<file path="config.mk">
export PLATFORM = sky130hd
export DESIGN_NAME = uart_rx_cfg
export DESIGN_NICKNAME = d
export VERILOG_FILES = /design/src/rtl/uart_rx_cfg.sv
export SDC_FILE = /design/constraint.sdc
export NUM_CORES = 1
export LEC_CHECK = 0
export CAP_MARGIN = 20
export CORE_UTILIZATION = 59
export CTS_CLUSTER_SIZE = 20
export DETAILED_ROUTE_END_ITERATION = 16
export PLACE_DENSITY = 0.81
export SLEW_MARGIN = 10
export SYNTH_ARGS = -nofsm -noshare
export SYNTH_HDL_FRONTEND = slang
export SYNTH_SLANG_ARGS = --single-unit
</file>
<file path="constraint.sdc">
create_clock -name clk -period 3.15 [get_ports clk]
set_clock_uncertainty 0.2 [all_clocks]
set_input_delay 0.315 -clock clk [delete_from_list [all_inputs] [get_ports clk]]
set_output_delay 0.315 -clock clk [all_outputs]
set_load 0.05 [all_outputs]
</file>
<file path="src/rtl/uart_rx_cfg.sv">
`default_nettype none
// ============================================================================
//  Module   : uart_rx_cfg
//  Brief    : Elaboration-configurable UART receiver (5-9 data bits, none/odd/
//             even parity, 1-2 stop bits) with input synchroniser, start-glitch
//             rejection, parity/framing flags and break recovery.
//             Optional 2-of-3 majority sampling: define UART_RX_MAJORITY_EN.
//  Revision : 1.0 - initial release
// ============================================================================
module uart_rx_cfg #(
    parameter int CLK_FRQ   = 50_000_000,
    parameter int BAUD      = 9600,
    parameter int DATA_BITS = 8,
    parameter int PARITY    = 0,
    parameter int STOP_BITS = 1
) (
    input  logic                 clk,
    input  logic                 rst_n,
    input  logic                 axiid,
    output logic                 axiov,
    output logic [DATA_BITS-1:0] axiod,
    output logic                 parity_err,
    output logic                 frame_err
);
    localparam int CYCLES_PER_BIT = CLK_FRQ / BAUD;
    localparam int HALF_CYCLE     = CYCLES_PER_BIT >> 1;
    localparam int CW             = $clog2(CYCLES_PER_BIT) + 1;
    localparam int BW             = $clog2(DATA_BITS);
`ifdef UART_RX_MAJORITY_EN
    localparam int SKEW = 1;
`else
    localparam int SKEW = 0;
`endif
    // Majority mode commits one cycle late; reloading at 2 keeps bit spacing.
    localparam logic [CW-1:0] C_HALF   = CW'(HALF_CYCLE + SKEW);
    localparam logic [CW-1:0] C_FULL   = CW'(CYCLES_PER_BIT + SKEW);
    localparam logic [CW-1:0] C_RELOAD = CW'(1 + SKEW);

    typedef enum logic [2:0] {
        S_IDLE      = 3'd0,
        S_START     = 3'd1,
        S_DATA      = 3'd2,
        S_PARITY    = 3'd3,
        S_STOP      = 3'd4,
        S_DONE      = 3'd5,
        S_WAIT_HIGH = 3'd6
    } state_t;

    state_t                state_q;
    logic [1:0]            sync_q;
    logic [CW-1:0]         count_q;
    logic [BW-1:0]         bit_idx_q;
    logic                  stop_idx_q;
    logic [DATA_BITS-1:0]  shreg_q;
    logic                  xor_q;
    logic                  perr_q;
    logic                  ferr_q;
    logic                  axiov_q;
    logic [DATA_BITS-1:0]  axiod_q;
    logic                  parity_err_q;
    logic                  frame_err_q;
    logic                  w_rx_s;
    logic                  w_bit;

    assign w_rx_s = sync_q[1];

    always_ff @(posedge clk or negedge rst_n) begin
        if (!rst_n) sync_q <= 2'b11;
        else        sync_q <= {sync_q[0], axiid};
    end

`ifdef UART_RX_MAJORITY_EN
    logic [1:0] hist_q;

    always_ff @(posedge clk or negedge rst_n) begin
        if (!rst_n) hist_q <= 2'b11;
        else        hist_q <= {hist_q[0], w_rx_s};
    end

    assign w_bit = (hist_q[1] & hist_q[0]) | (hist_q[1] & w_rx_s) | (hist_q[0] & w_rx_s);
`else
    assign w_bit = w_rx_s;
`endif

    always_ff @(posedge clk or negedge rst_n) begin
        if (!rst_n) begin
            state_q      <= S_IDLE;
            count_q      <= '0;
            bit_idx_q    <= '0;
            stop_idx_q   <= 1'b0;
            shreg_q      <= '0;
            xor_q        <= 1'b0;
            perr_q       <= 1'b0;
            ferr_q       <= 1'b0;
            axiov_q      <= 1'b0;
            axiod_q      <= '0;
            parity_err_q <= 1'b0;
            frame_err_q  <= 1'b0;
        end else begin
            axiov_q <= 1'b0;
            case (state_q)
                S_IDLE: begin
                    if (!w_rx_s) begin
                        state_q   <= S_START;
                        count_q   <= CW'(1);
                        bit_idx_q <= '0;
                    end
                end
                S_START: begin
                    if (count_q == C_HALF) begin
                        if (w_bit) begin
                            state_q <= S_IDLE;
                        end else begin
                            state_q    <= S_DATA;
                            count_q    <= C_RELOAD;
                            shreg_q    <= '0;
                            xor_q      <= 1'b0;
                            perr_q     <= 1'b0;
                            ferr_q     <= 1'b0;
                            stop_idx_q <= 1'b0;
                        end
                    end else begin
                        count_q <= count_q + 1'b1;
                    end
                end
                S_DATA: begin
                    if (count_q == C_FULL) begin
                        shreg_q[bit_idx_q] <= w_bit;
                        xor_q              <= xor_q ^ w_bit;
                        count_q            <= C_RELOAD;
                        if (bit_idx_q == BW'(DATA_BITS - 1))
                            state_q <= (PARITY != 0) ? S_PARITY : S_STOP;
                        else
                            bit_idx_q <= bit_idx_q + 1'b1;
                    end else begin
                        count_q <= count_q + 1'b1;
                    end
                end
                S_PARITY: begin
                    if (count_q == C_FULL) begin
                        perr_q  <= (PARITY == 1) ? ~(xor_q ^ w_bit) : (xor_q ^ w_bit);
                        count_q <= C_RELOAD;
                        state_q <= S_STOP;
                    end else begin
                        count_q <= count_q + 1'b1;
                    end
                end
                S_STOP: begin
                    if (count_q == C_FULL) begin
                        ferr_q <= ferr_q | ~w_bit;
                        if (stop_idx_q == 1'(STOP_BITS - 1)) begin
                            state_q      <= S_DONE;
                            axiov_q      <= 1'b1;
                            axiod_q      <= shreg_q;
                            parity_err_q <= perr_q;
                            frame_err_q  <= ferr_q | ~w_bit;
                        end else begin
                            stop_idx_q <= 1'b1;
                            count_q    <= C_RELOAD;
                        end
                    end else begin
                        count_q <= count_q + 1'b1;
                    end
                end
                S_DONE: begin
                    state_q <= ferr_q ? S_WAIT_HIGH : S_IDLE;
                end
                S_WAIT_HIGH: begin
                    if (w_rx_s) state_q <= S_IDLE;
                end
                default: state_q <= S_IDLE;
            endcase
        end
    end

    assign axiov      = axiov_q;
    assign axiod      = axiod_q;
    assign parity_err = parity_err_q;
    assign frame_err  = frame_err_q;

endmodule
`default_nettype wire

</file>
==> results.yml, run 1 <==
status:
  status: "finished, violations left"
  violations_in_the_final_reports: "negative hold slack"
logic_synthesis:
  ys_seq_area_share_pct: 44.7
  post_synth_num_cell_types: 56
  synthesis.nets: 261
  yosysTopAreaCell: "sky130_fd_sc_hd__dfrtp_1"
  synthesis.yosys.warnings: 0
  synth-edff-count: 0
  synth_top_area_share_pct: 42.5
  synth_area_mm2: 0.00247
  synth.ff_latch_count: 44
  syn-mean-instance-area_um2: 9.73
  synth_async_sr_flop_share_pct: 100
  netlist_instances: 254
  ys_top_cells_by_area: "sky130_fd_sc_hd__dfrtp_1 43%, sky130_fd_sc_hd__mux2_2 4.6%, sky130_fd_sc_hd__nand2_1 3.3%"
  synth_top_flop_cell: "sky130_fd_sc_hd__dfrtp_1"
route:
  firstDrtPassIters: 5
  ant_nets: 0
  route.detailed.vias_per_inst: 6.32
  number_of_vias_in_the_routed_layout: 1997
  detail_route.wirelength_um: 5110
  detail_route.wl_per_cell_um: 16.2
  route.detailed.drc: 0
  drt_iter0_drcs: 204
global_routing:
  overflow: 0
  number_of_global_route_vias_before_repair: 1757
  met3_usage_pct: 3.77
  grt_util_met2_pct: 38.1
  groute.usage.overall_pct: 25.2
  top_usage_layer: "met2"
  global_route_wire_length_before_repair_um: 8360
  use_met1_pct: 36.1
  grt_antenna_before_repair: 0
  largest_net_degree_at_the_start_of_global_routing: 45
setup_path:
  ff2ff_setup_slack_ns: 0.18
  path_max_fanout: 10
  r2r.worst_path.cells: 7
  r2r_end: "state_q[1]"
  crit_path_cell_count: 7
  critPathCapture: "state_q[1]"
  cp-start-kind: "register"
  slowest_stage_cell_crit_path: "sky130_fd_sc_hd__nor4_2"
  worst_path_arrival_ns: 2.96
  crit_chain: "inv_1 -> ha_1 -> or4b_4 -> nor4_2 -> o32ai_2 -> or2_4 -> o41ai_2"
  worst-endpoint-required_ns: 3.14
  worstReg2RegStart: "count_q[0]"
  critPathBufInv: 1
  critPathMaxStageDelay_ns: 0.59
  crit_type: "register to register"
  worstSetupStartpoint: "count_q[0]"
  setup.worst_path.end_class: "register"
  cp_top_family: "simple AND/OR/NAND/NOR gates"
floorplan:
  die-width_um: 66.7
  floorplan.initialDensity_pct: 61.8
  core_area_mm2: 0.00400
  die_height_um: 66.7
  design.die.area_mm2: 0.00445
  rows: 23
  io-pin-count: 14
cts:
  cts-root-buf: "sky130_fd_sc_hd__clkbuf_8"
  cts_repair_resize_count: 0
  cts-buffers-inserted: 5
  post_cts.repair.setup_buffers: 0
  path_clk_slew_ns: 0.08
  clkSinkCount: 44
  insertion_delay_ns: 0.29
  ctsHoldBuffers: 0
  cts_htree_levels: 2
  ctsLongestPathBuffers: 2
  tritoncts: "done"
sta:
  fin_tns_setup_ns: 0
  final_worst_setup_slack_ns: 0.185
  final-setup-viol-count: 0
  worst_pin_slew_ns: 0.964
  finalHoldWorstSlack_ns: -0.0267
  final-max-slew-violation-count: 0
  period_share_pct: 94.1
  worst_slew_margin_rel_pct: 35.7
  rsz0062_at_grt: "no"
  max_clock_freq_ghz: 0.337
  final_period_minus_worst_setup_slack_ns: 2.97
  hold_violations: 42
cells_and_area:
  antenna_cells: 0
  area.growth.synth_to_final_pct: 10.8
  final_instance_area_mm2: 0.00274
  layout.filler_cells: 307
  drive_above_1_share_pct: 13.2
  finish.net_count: 272
placed_design:
  hpwl_um: 3470
  post-place-ws_ns: 0.262
  dpl_cell_area_mm2: 0.00263
  place.port_buffers: 13
  gpl.final_weighted_congestion: 0.899
run:
  max_cap_viol_count: 0
power:
  power_leakage_nw: 1.25
  sw_frac_of_total_pct: 20.0
  power.ir.vdd_worst_v: 0.000299
  seq_power_share_pct: 56.4
  clock_power_share_pct: 42.0
  comb_power_share_pct: 1.6
  design_power_total_mw: 1.01
  total_switching_power_mw: 0.202
  power_density_mw_per_mm2: 368
  power_report.internal_total_mw: 0.807
min_path:
  holdCritPathClass: "input pin to async pin"
sequential cells by signal, summed over array words and instances, names as in the netlist:
| signal | cells |
|---|---|
| axiov | 1 |
| parity_err | 1 |
| axiod | 8 |
| frame_err | 1 |
| count_q | 14 |
| state_q | 3 |
| shreg_q | 8 |
| perr_q | 1 |
| xor_q | 1 |
| bit_idx_q | 3 |
| ferr_q | 1 |
| sync_q | 2 |
how the worst min path moves through the flow:
stage | start | endpoint | slack [ns]
after floorplan | rst_n | axiod[0] | -0.18
after CTS | rst_n | axiov | 0.005
after global routing | rst_n | axiov | 0.06
final | rst_n | axiov | -0.03
after global placement | sync_q[0] | sync_q[1] | 0.15
after detailed placement | sync_q[0] | sync_q[1] | 0.15
stage by stage:
stage               cells  util (%)
global route          316      68.4
CTS                   316      68.4
floorplan             254         -
detailed placement    308      65.8
global placement      308      65.8
finish                316      68.4
synthesized netlist by cell type, types with 3 or more instances:
| cell type | instances |
|---|---|
| sky130_fd_sc_hd__dfrtp_1 | 42 |
| sky130_fd_sc_hd__nand2_1 | 22 |
| sky130_fd_sc_hd__nor2_1 | 22 |
| sky130_fd_sc_hd__inv_1 | 18 |
| sky130_fd_sc_hd__o21ai_0 | 15 |
| sky130_fd_sc_hd__mux2_2 | 10 |
| sky130_fd_sc_hd__clkbuf_1 | 9 |
| sky130_fd_sc_hd__nand3_1 | 9 |
| sky130_fd_sc_hd__a22oi_1 | 8 |
| sky130_fd_sc_hd__a21oi_1 | 6 |
| sky130_fd_sc_hd__a221o_1 | 6 |
| sky130_fd_sc_hd__and3_1 | 6 |
| sky130_fd_sc_hd__nor3_1 | 6 |
| sky130_fd_sc_hd__o211ai_1 | 6 |
| sky130_fd_sc_hd__ha_1 | 4 |
| sky130_fd_sc_hd__o21bai_1 | 4 |
| sky130_fd_sc_hd__o31ai_1 | 4 |
| sky130_fd_sc_hd__a21o_1 | 3 |
| sky130_fd_sc_hd__a22o_1 | 3 |
| sky130_fd_sc_hd__a31oi_1 | 3 |
| sky130_fd_sc_hd__o22ai_1 | 3 |
| sky130_fd_sc_hd__o311a_1 | 3 |
power groups by stage:
stage                     combinational [mW]  sequential, mW  clock, mW
after global routing                  0.0193           0.569      0.453
final                                 0.0164           0.569      0.424
after detailed placement              0.0174           0.580          0
after global placement                0.0173           0.580          0
after floorplan                      0.00479           0.578          0
after CTS                             0.0173           0.569      0.431
worst reg2reg max path, stage by stage (launching register included):
cell and delay [ns]:
sky130_fd_sc_hd__dfrtp_1 0.43, sky130_fd_sc_hd__inv_1 0.08, sky130_fd_sc_hd__ha_1 0.13, sky130_fd_sc_hd__or4b_4 0.49, sky130_fd_sc_hd__nor4_2 0.59, sky130_fd_sc_hd__o32ai_2 0.34, sky130_fd_sc_hd__or2_4 0.33, sky130_fd_sc_hd__o41ai_2 0.28
final cells by class:
class | count | area [um2] | share of cell area, %
well taps | 50 | 62.6 | 2.29
multi-input cells | 178 | 1230 | 45.1
clock buffers | 7 | 76.3 | 2.79
repair buffers | 18 | 163 | 5.94
flip-flops and latches | 44 | 1100 | 40.3
inverters | 18 | 67.6 | 2.47
clock inverters | 1 | 30.0 | 1.10
routing by layer:
metal,up-vias,part of all wire (%),routed length (um)
li1,960,-,-
met1,986,48,2430
met2,44,47,2420
met3,7,3.6,185
met4,0,1.4,70
met5,-,0,0
cell families after synthesis:
kind of cell	after synthesis	share of synthesized area, %
compound gates	74	22.0
xor+xnor	3	1.06
fa+ha+maj	4	2.03
buf+inv	32	5.67
flops	44	44.7
mux	11	4.96
simple gates	86	19.6
placed cells by master, fill, tap and decap left out, types with 3 or more instances in the layout:
cell type	n
sky130_fd_sc_hd__a21o_1	3
sky130_fd_sc_hd__and3_1	6
sky130_fd_sc_hd__o31ai_1	4
sky130_fd_sc_hd__o21bai_1	4
sky130_fd_sc_hd__clkdlybuf4s50_1	12
sky130_fd_sc_hd__o22ai_1	3
sky130_fd_sc_hd__nand3_1	9
sky130_fd_sc_hd__dfrtp_1	42
sky130_fd_sc_hd__o21ai_0	15
sky130_fd_sc_hd__a22oi_1	8
sky130_fd_sc_hd__o311a_1	3
sky130_fd_sc_hd__a22o_1	3
sky130_fd_sc_hd__a221o_1	6
sky130_fd_sc_hd__nor2_1	22
sky130_fd_sc_hd__nor3_1	6
sky130_fd_sc_hd__nand2_1	22
sky130_fd_sc_hd__clkbuf_8	5
sky130_fd_sc_hd__buf_4	5
sky130_fd_sc_hd__a21oi_1	6
sky130_fd_sc_hd__mux2_2	10
sky130_fd_sc_hd__ha_1	4
sky130_fd_sc_hd__a31oi_1	3
sky130_fd_sc_hd__inv_1	18
sky130_fd_sc_hd__o211ai_1	6
No activity file was read; power rests on OpenSTA's default activity.
==> run 2, diff against run 1 <==
Settings changed: CORE_UTILIZATION 59 to 60, DONT_BUFFER_PORTS from default to 1, GPL_ROUTABILITY_DRIVEN from default to 0, PLACE_DENSITY 0.81 to 0.78.
==> results.yml, run 2 (synthesis results as in run 1) <==
cts:
  cts-root-buf: "sky130_fd_sc_hd__clkbuf_8"
  clkSinkCount: 44
  tritoncts: "done"
  path_clk_slew_ns: 0.08
  insertion_delay_ns: 0.30
  cts_htree_levels: 2
  cts-buffers-inserted: 5
  ctsLongestPathBuffers: 2
  cts_repair_resize_count: 0
route:
  number_of_vias_in_the_routed_layout: 1944
  route.detailed.drc: 0
  firstDrtPassIters: 4
  detail_route.wl_per_cell_um: 16.6
  ant_nets: 0
  route.detailed.vias_per_inst: 6.39
  detail_route.wirelength_um: 5060
  drt_iter0_drcs: 158
setup_path:
  critPathMaxStageDelay_ns: 0.52
  crit_chain: "inv_1 -> ha_1 -> or4b_4 -> nor4_2 -> o32ai_2 -> or2_4 -> o41ai_2"
  worst-endpoint-required_ns: 3.15
  cp-start-kind: "register"
  worst_path_arrival_ns: 2.90
  path_max_fanout: 14
  crit_type: "register to register"
  slowest_stage_cell_crit_path: "sky130_fd_sc_hd__nor4_2"
  setup.worst_path.end_class: "register"
run:
  max_cap_viol_count: 0
sta:
  final-setup-viol-count: 0
  final_period_minus_worst_setup_slack_ns: 2.90
  hold_violations: 0
  period_share_pct: 92.0
  worst_slew_margin_rel_pct: 47.1
  max_clock_freq_ghz: 0.345
  final-max-slew-violation-count: 0
  rsz0062_at_grt: "no"
  worst_pin_slew_ns: 0.794
  fin_tns_setup_ns: 0
cells_and_area:
  layout.cells.most_common: "sky130_fd_sc_hd__dfrtp_1"
  final_util_pct: 70.2
  area.growth.synth_to_final_pct: 7.85
  multiInputGateArea_mm2: 0.00123
  area.sequential_mm2: 0.00110
  instances_no_fill: 304
  largest-register: "count_q"
  largest_register_ff_count: 14
  layout.filler_cells: 287
  drive_above_1_share_pct: 14.5
  finish.net_count: 262
  layout_common_cells: "42 x sky130_fd_sc_hd__dfrtp_1, 22 x sky130_fd_sc_hd__nand2_1, 22 x sky130_fd_sc_hd__nor2_1, 18 x sky130_fd_sc_hd__inv_1, 15 x sky130_fd_sc_hd__o21ai_0"
  antenna_cells: 0
floorplan:
  die_height_um: 66.2
  io-pin-count: 14
  rows: 22
  floorplan.initialDensity_pct: 65.1
  core_area_mm2: 0.00380
  design.die.area_mm2: 0.00438
  die-width_um: 66.2
global_routing:
  largest_net_degree_at_the_start_of_global_routing: 45
  number_of_global_route_vias_before_repair: 1782
  overflow: 0
  global_route_wire_length_before_repair_um: 8410
  grt_antenna_before_repair: 0
  groute.usage.overall_pct: 26.1
power:
  power.ir.vdd_worst_v: 0.000463
  power_leakage_nw: 1.23
  power_density_mw_per_mm2: 392
min_path:
  holdCritPathClass: "register to register"
placed_design:
  post-place-cells: 293
  hpwl_um: 3310
  place.port_buffers: 0
status:
  status: "completed"
## run 2: cell types whose count changed in the layout (fill, tap and decap cells not counted), sizes merged
cell	change
clkbuf	-1
clkdlybuf4s50	-12
clkinv	+1
dlygate4sd3	+2
## run 2: per-stage QoR
| step | hold WS (ns) | setup WS, ns | area, um2 | power, mW |
|---|---|---|---|---|
| 3_3_place_gp | -0.180 | 0.415 | 2500 | 0.584 |
| 3_5_place_dp | -0.180 | 0.301 | 2500 | 0.584 |
| 6_report | 0.164 | 0.253 | 2670 | 1.05 |
| 4_1_cts | 0.167 | 0.260 | 2670 | 1.06 |
| 2_1_floorplan | -0.181 | 0.465 | 2470 | 0.583 |
| 5_1_grt | 0.171 | 0.0769 | 2670 | 1.08 |
## run 2: where the power goes
group | switching, mW | internal (mW) | leakage, nW
clock network | 0.198 | 0.259 | 0.0614
logic | 0.0142 | 0.00543 | 0.583
registers | 0.00220 | 0.567 | 0.588
total | 0.215 | 0.831 | 1.23
## run 2: layout make-up
| class | instances | share of cell area, % |
|---|---|---|
| multi-input combinational | 178 | 46.3 |
| sequential | 44 | 41.4 |
| clock buffer | 6 | 3.10 |
| timing repair buffer | 8 | 2.91 |
| inverter | 18 | 2.54 |
| tap | 48 | 2.25 |
| clock inverter | 2 | 1.46 |
## run 2: what timing repair did
action                                 CTS  global route
setup buffers                            0             0
hold buffers                             3             0
endpoints found under the hold margin   45             0
## run 2: routing by layer
layer | up-vias | wire [um] | GRT usage [%]
met1 | 949 | 2570 | 38.0
met2 | 47 | 2140 | 37.1
li1 | 941 | - | -
met4 | 0 | 96 | 11.2
met3 | 7 | 245 | 5.69
met5 | - | 0 | 0
## run 2: final timing paths
path | slack (ns) | cells after the start | from | endpoint
worst max-delay path | 0.25 | 7 | count_q[0] | state_q[1]
worst min-delay path | 0.16 | 0 | sync_q[0] | sync_q[1]
worst max register to register | 0.25 | 7 | count_q[0] | state_q[1]
worst min register to register | 0.16 | 0 | sync_q[0] | sync_q[1]
max in group asynchronous | 2.22 | 2 | rst_n | sync_q[0]
min in group asynchronous | 0.27 | 2 | rst_n | axiov
## run 2: worst max-delay path: cells and delay by family (launching register included)
family	cells	cell delay, ns
AO/OA/AOI/OAI	2	0.61
adder cells (fa/ha/maj)	1	0.14
buffers and inverters	1	0.08
flip-flops	1	0.44
AND/OR/NAND/NOR	3	1.33
==> run 3, diff against run 2 <==
Settings changed: ABC_CLOCK_PERIOD_IN_PS from default to 3150.
==> results of run 3 <==
Same layout as run 2: the final DEF is identical, and so are final timing and power.
